[config.mk]
export PLATFORM = sky130hd
export DESIGN_NAME = ghash_64
export DESIGN_NICKNAME = d
export VERILOG_FILES = /design/src/rtl/ghash_pkg.sv /design/src/rtl/gf64_mul_serial.sv /design/src/rtl/ghash_64.sv
export SDC_FILE = /design/constraint.sdc
export NUM_CORES = 1
export LEC_CHECK = 0
export CAP_MARGIN = 10
export CORE_MARGIN = 4
export CORE_UTILIZATION = 57
export DETAILED_ROUTE_END_ITERATION = 6
export PLACE_DENSITY = 0.83
export SYNTH_ARGS = -nofsm -noshare
export SYNTH_HDL_FRONTEND = slang
export SYNTH_HIERARCHICAL = 1
export SYNTH_SLANG_ARGS = --single-unit
[constraint.sdc]
create_clock -name clk -period 3.4 [get_ports clk]
set_input_delay 1.02 -clock clk [delete_from_list [all_inputs] [get_ports clk]]
set_output_delay 1.02 -clock clk [all_outputs]
set_load 0.01 [all_outputs]
[src/rtl/ghash_pkg.sv]
// Shared constants and state encoding for the 64-bit GHASH stage.
package ghash_pkg;
  localparam int WIDTH = 64;
  localparam int CNT_W = 6;
  localparam logic [WIDTH-1:0] GHASH_POLY = 64'h000000000000001B;

  typedef enum logic {
    IDLE = 1'b0,
    MUL  = 1'b1
  } state_t;
endpackage

[src/rtl/gf64_mul_serial.sv]
// Bit-serial GF(2^64) multiplier: MSB-first Horner evaluation, one bit of a per clock.
module gf64_mul_serial
  import ghash_pkg::*;
#(
  parameter logic [WIDTH-1:0] POLY = GHASH_POLY
) (
  input  logic             clk,
  input  logic             reset,
  input  logic             start,
  input  logic [WIDTH-1:0] a,
  input  logic [WIDTH-1:0] h,
  output logic             busy,
  output logic             done,
  output logic [WIDTH-1:0] z
);

  logic [CNT_W-1:0] count;
  logic [WIDTH-1:0] a_q;
  logic [WIDTH-1:0] z_q;
  logic [WIDTH-1:0] z_nxt;

  // z is the look-ahead product so the caller can capture it on the final step edge
  always_comb begin
    z_nxt = {z_q[WIDTH-2:0], 1'b0} ^ (z_q[WIDTH-1] ? POLY : '0) ^ (a_q[count] ? h : '0);
    done  = busy && (count == '0);
    z     = z_nxt;
  end

  always_ff @(posedge clk or negedge reset) begin
    if (!reset) begin
      count <= '0;
      a_q   <= '0;
      z_q   <= '0;
      busy  <= 1'b0;
    end else if (start) begin
      count <= CNT_W'(WIDTH - 1);
      a_q   <= a;
      z_q   <= '0;
      busy  <= 1'b1;
    end else if (busy) begin
      z_q   <= z_nxt;
      count <= count - CNT_W'(1);
      if (count == '0) busy <= 1'b0;
    end
  end

endmodule

[src/rtl/ghash_64.sv]
// GHASH over GF(2^64): folds ciphertext blocks into Y = (Y ^ X) * H and emits a tag per message.
module ghash_64 #(
  parameter int               WIDTH = 64,
  parameter logic [WIDTH-1:0] POLY  = ghash_pkg::GHASH_POLY
) (
  input  logic             clk,
  input  logic             reset,
  input  logic             h_load,
  input  logic [WIDTH-1:0] h_in,
  input  logic             in_valid,
  input  logic [WIDTH-1:0] in_data,
  input  logic             in_last,
  output logic             in_ready,
  output logic [WIDTH-1:0] tag_out,
  output logic             tag_valid
);
  import ghash_pkg::*;

  state_t           state;
  state_t           state_nxt;
  logic             accept;
  logic             busy;
  logic             done;
  logic             last_q;
  logic [WIDTH-1:0] h_q;
  logic [WIDTH-1:0] y_q;
  logic [WIDTH-1:0] z_fin;

  // h_load wins over a block in the same cycle, so H is stable for the whole multiply
  always_comb begin
    state_nxt = state;
    in_ready  = 1'b0;
    accept    = 1'b0;
    case (state)
      IDLE: begin
        in_ready = !h_load && !busy;
        accept   = in_valid && in_ready;
        if (accept) state_nxt = MUL;
      end
      MUL: begin
        if (done) state_nxt = IDLE;
      end
      default: state_nxt = IDLE;
    endcase
  end

  always_ff @(posedge clk or negedge reset) begin
    if (!reset) state <= IDLE;
    else        state <= state_nxt;
  end

  always_ff @(posedge clk or negedge reset) begin
    if (!reset) begin
      h_q       <= '0;
      y_q       <= '0;
      last_q    <= 1'b0;
      tag_out   <= '0;
      tag_valid <= 1'b0;
    end else begin
      tag_valid <= 1'b0;
      if (state == IDLE && h_load) h_q <= h_in;
      if (accept) last_q <= in_last;
      if (done) begin
        if (last_q) begin
          tag_out   <= z_fin;
          tag_valid <= 1'b1;
          y_q       <= '0;
        end else begin
          y_q <= z_fin;
        end
      end
    end
  end

  gf64_mul_serial #(
    .POLY(POLY)
  ) u_mul (
    .clk   (clk),
    .reset (reset),
    .start (accept),
    .a     (y_q ^ in_data),
    .h     (h_q),
    .busy  (busy),
    .done  (done),
    .z     (z_fin)
  );

endmodule

==> impl_metrics.csv <==
group,metric,value,unit
run_status,status,"complete, no violations",
worst_setup_path,path_max_fanout,2,
grt,gr-usage-met3,0.0385,
synth,yosysWarnings,6,
synth,synthFlopType,"dfrtp_1",
cts,clock-sinks,330,
sta,fin_worst_skew,0.0137,ns
layout,fillers,2082,
synth,synth.avg_cell_area,11.6,um^2
run,max_cap_violations,0,
synth,ys_seq_elements,330,
layout,multi_input_area,0.00808,mm^2
floorplan,die_x,182,um
sta,maxSlewViolCount,0,
routing,drt_iter0_drc,1081,
pwr,peakVddDrop,0.000725,V
cts,cts_hold_buffers,0,
worst_setup_path,required,2.38,ns
cts,htreeDepth,2,
worst_setup_path,crit_slowest_cell,"clkdlybuf4s50_1",
pwr,power_density,953,mW/mm^2
grt,overflow,0,
sta,maxSlewHeadroom,0.399,
layout,regArea,0.00826,mm^2
cts,post-cts-setup-buffers,0,
floorplan,num_io_pins,199,
worst_setup_path,max_stage_delay,0.58,ns
placement,gp_congestion,0.818,
layout,antenna-diode-count,0,
routing,route.final.wire_length,43000,um
worst_setup_path,critPathArrivalTime,2.24,ns
layout,area_growth,20.5,%
routing,antenna_left,0,
sta,timing.final.hold_violations,0,
synth,synth_edf_count,0,
cts,cts_tree,"done",
worst_setup_path,cpMostUsedCell,"clkdlybuf4s50_1",
floorplan,start_util,0.581,
synth,yosysUniqueCellTypes,48,
grt,gr-usage-met1,0.364,
worst_setup_path,cp-end-kind,"primary output",
placement,place_hpwl,27700,um
synth,ys_seq_area_frac,0.479,
sta,rsz0062_at_grt,"no",
placement,port_buffers,198,
synth,syn_area,0.0173,mm^2
min_path,min-delay-path-class,"input port to async pin",
grt,grt.busiest_layer,"met2",
grt,grt_max_degree,125,
sta,fin_crit,3.26,ns
routing,wire_per_inst,20.9,um
floorplan,die_height,182,um
routing,vias,12400,
cts,cts_made_buffers,36,
floorplan,die_area,0.0331,mm^2
floorplan,placementRows,63,
cts,clockBufferDepth,3,
synth,ys_async_sr_fraction,1.00,
cts,clock_latency,0.51,ns
routing,dr.pass1.iters,5,
grt,grt_pass1_wl,70300,um
synth,syn_inst,1490,
worst_setup_path,path_cells,"clkdlybuf4s50_1 > nor3_1 > clkdlybuf4s50_1",
grt,first_global_vias,12900,
floorplan,core_area,0.0297,mm^2
worst_setup_path,cp_top_family,"buffers and inverters",
grt,grt_util_met2,0.425,
sta,fin_crit_sh,0.960,
worst_setup_path,worst_setup_path_start_kind,"input port",
grt,grt_antenna_before_repair,0,
routing,drc,0,
worst_setup_path,critical_path_class,"input port to primary output",
synth,syn_nets,1625,
layout,nets,1779,
pwr,power,19.8,mW
cts,cts_root_buffer,"clkbuf_16",
sta,setup-violations-final,0,
worst_setup_path,cp.buffers_inverters,2,
layout,drive_above_1_share,0.146,
sta,tns,0,ns
grt,gr-usage-all-layers,0.259,
sta,worst_pin_slew,0.901,ns
sta,fmax,0.306,GHz
pwr,p_leak,8.70,nW
cts,cts.clk_slew.worst_paths,0.06,ns
routing,vias_per_cell,6.01,
-- sequential cells by signal, summed over array words and instances, names as in the netlist --
register     flops
h_q             64
tag_out         64
u_mul/a_q       64
u_mul/z_q       64
y_q             64
u_mul/count      6
last_q           1
state            1
tag_valid        1
u_mul/busy       1
-- layout make-up --
class / count / area share
clock buffers: 56 / 0.0528
repair buffers: 238 / 0.120
well taps: 390 / 0.0235
multi-input cells: 973 / 0.388
flip-flops and latches: 330 / 0.397
inverters: 65 / 0.0117
clock inverters: 8 / 0.00566
-- final timing paths --
| check | from | endpoint | slack, ns | cells past startpoint |
|---|---|---|---|---|
| worst max-delay path | h_load | in_ready | 0.14 | 3 |
| worst min-delay path | reset | u_mul/z_q[43] | 0.41 | 1 |
| worst max register to register | u_mul/count[1] | y_q[19] | 0.33 | 10 |
| worst min register to register | tag_out[56] | tag_out[56] | 0.49 | 1 |
| min in group clk | tag_out[56] | tag_out[56] | 0.49 | 1 |
| max in group asynchronous | reset | tag_out[8] | 2.19 | 2 |
-- power by group --
| group | total, mW | switching [mW] | internal [mW] | leakage (nW) |
|---|---|---|---|---|
| clock network | 4.00 | 1.56 | 2.44 | 0.597 |
| registers | 6.65 | 1.40 | 5.25 | 4.18 |
| logic | 9.16 | 4.80 | 4.35 | 3.93 |
-- per-layer routing --
layer | part of all wire | up-vias
li1 | - | 5599
met1 | 0.43 | 6249
met2 | 0.49 | 447
met3 | 0.059 | 82
met4 | 0.023 | 0
met5 | 0 | -
-- placed cells by master, fill, tap and decap left out, types with 3 or more instances in the layout --
cell type        count
a22o_1               3
o21ai_1            116
xnor2_1             67
mux2_1              80
clkdlybuf4s50_1    197
buf_4               22
clkinv_2             4
a221o_1              3
nand2b_1            67
o21ai_0             10
dfrtp_1            327
xor2_1              68
nand3_1              7
a311o_1             61
mux2_2              70
clkbuf_8            10
mux2_4              49
nand2_1              8
clkbuf_1             9
mux4_2              12
buf_12              17
nor2b_1              3
nor2_1               5
clkbuf_16           37
a21oi_1            126
bufinv_16            3
inv_1               63
nand3b_1           183
nor3_1               3
-- metrics by stage --
step / std cells / hold slack (ns) / util / instance area [um^2] / worst slack (ns)
final: 2060 / 0.413 / 0.700 / 20800 / 0.135
after global routing: 2060 / 0.431 / 0.700 / 20800 / 0.0176
after CTS: 2060 / 0.417 / 0.700 / 20800 / 0.0728
after detailed placement: 1996 / 0.481 / 0.659 / 19600 / 0.109
after global placement: 1996 / 0.473 / 0.659 / 19600 / 0.174
after floorplan: 1490 / 0.475 / - / 17300 / 0.655
-- cells in the mapped netlist, types with 2 or more instances --
cell type  instances  area share
a221oi_1           2      0.0010
mux2i_1            2      0.0012
a21o_1             2     0.00087
mux2_2            70       0.046
a22oi_1            2     0.00087
mux2_1            80       0.052
xor2_1            68       0.035
buf_4             22      0.0096
nor3_1             3     0.00087
a221o_1            3      0.0017
and3_1             3      0.0011
nand3_1            7      0.0020
clkbuf_1          58       0.013
a22o_1             3      0.0015
inv_1             63       0.014
mux2_4            49       0.043
buf_6             21       0.014
o21ai_0           10      0.0029
and2_1             2     0.00073
buf_1              2     0.00044
buf_2             19      0.0055
nand2b_1          67       0.024
xnor2_1           67       0.034
inv_2              2     0.00044
o21ai_1          116       0.034
nor2b_1            5      0.0018
nand3b_1         183       0.080
dfrtp_1          330        0.48
a311o_1           62       0.036
ha_1               2      0.0015
nand2_1            8      0.0017
mux4_2            12       0.016
a21oi_1          126       0.037
nor2_1             5      0.0011
-- kinds of logic (layout without fill, tap and decap cells) --
logic type                 after synthesis  after routing  share of synthesized area
AOI/OAI and AO/OA                      332            332                      0.121
xor gates and xnor gates               135            135                     0.0685
adders and majority gates                2              2                    0.00145
buffers and inverters                  187            367                     0.0560
DFF                                    330            330                      0.479
muxes                                  213            213                      0.157
and+or+nand+nor                        291            291                      0.117
-- timing repair --
item                                    CTS  global route
endpoints found under the setup margin    0            19
gates resized for setup                   0             2
hold endpoints to repair                  0             0
(Power assumes the default switching activity.)
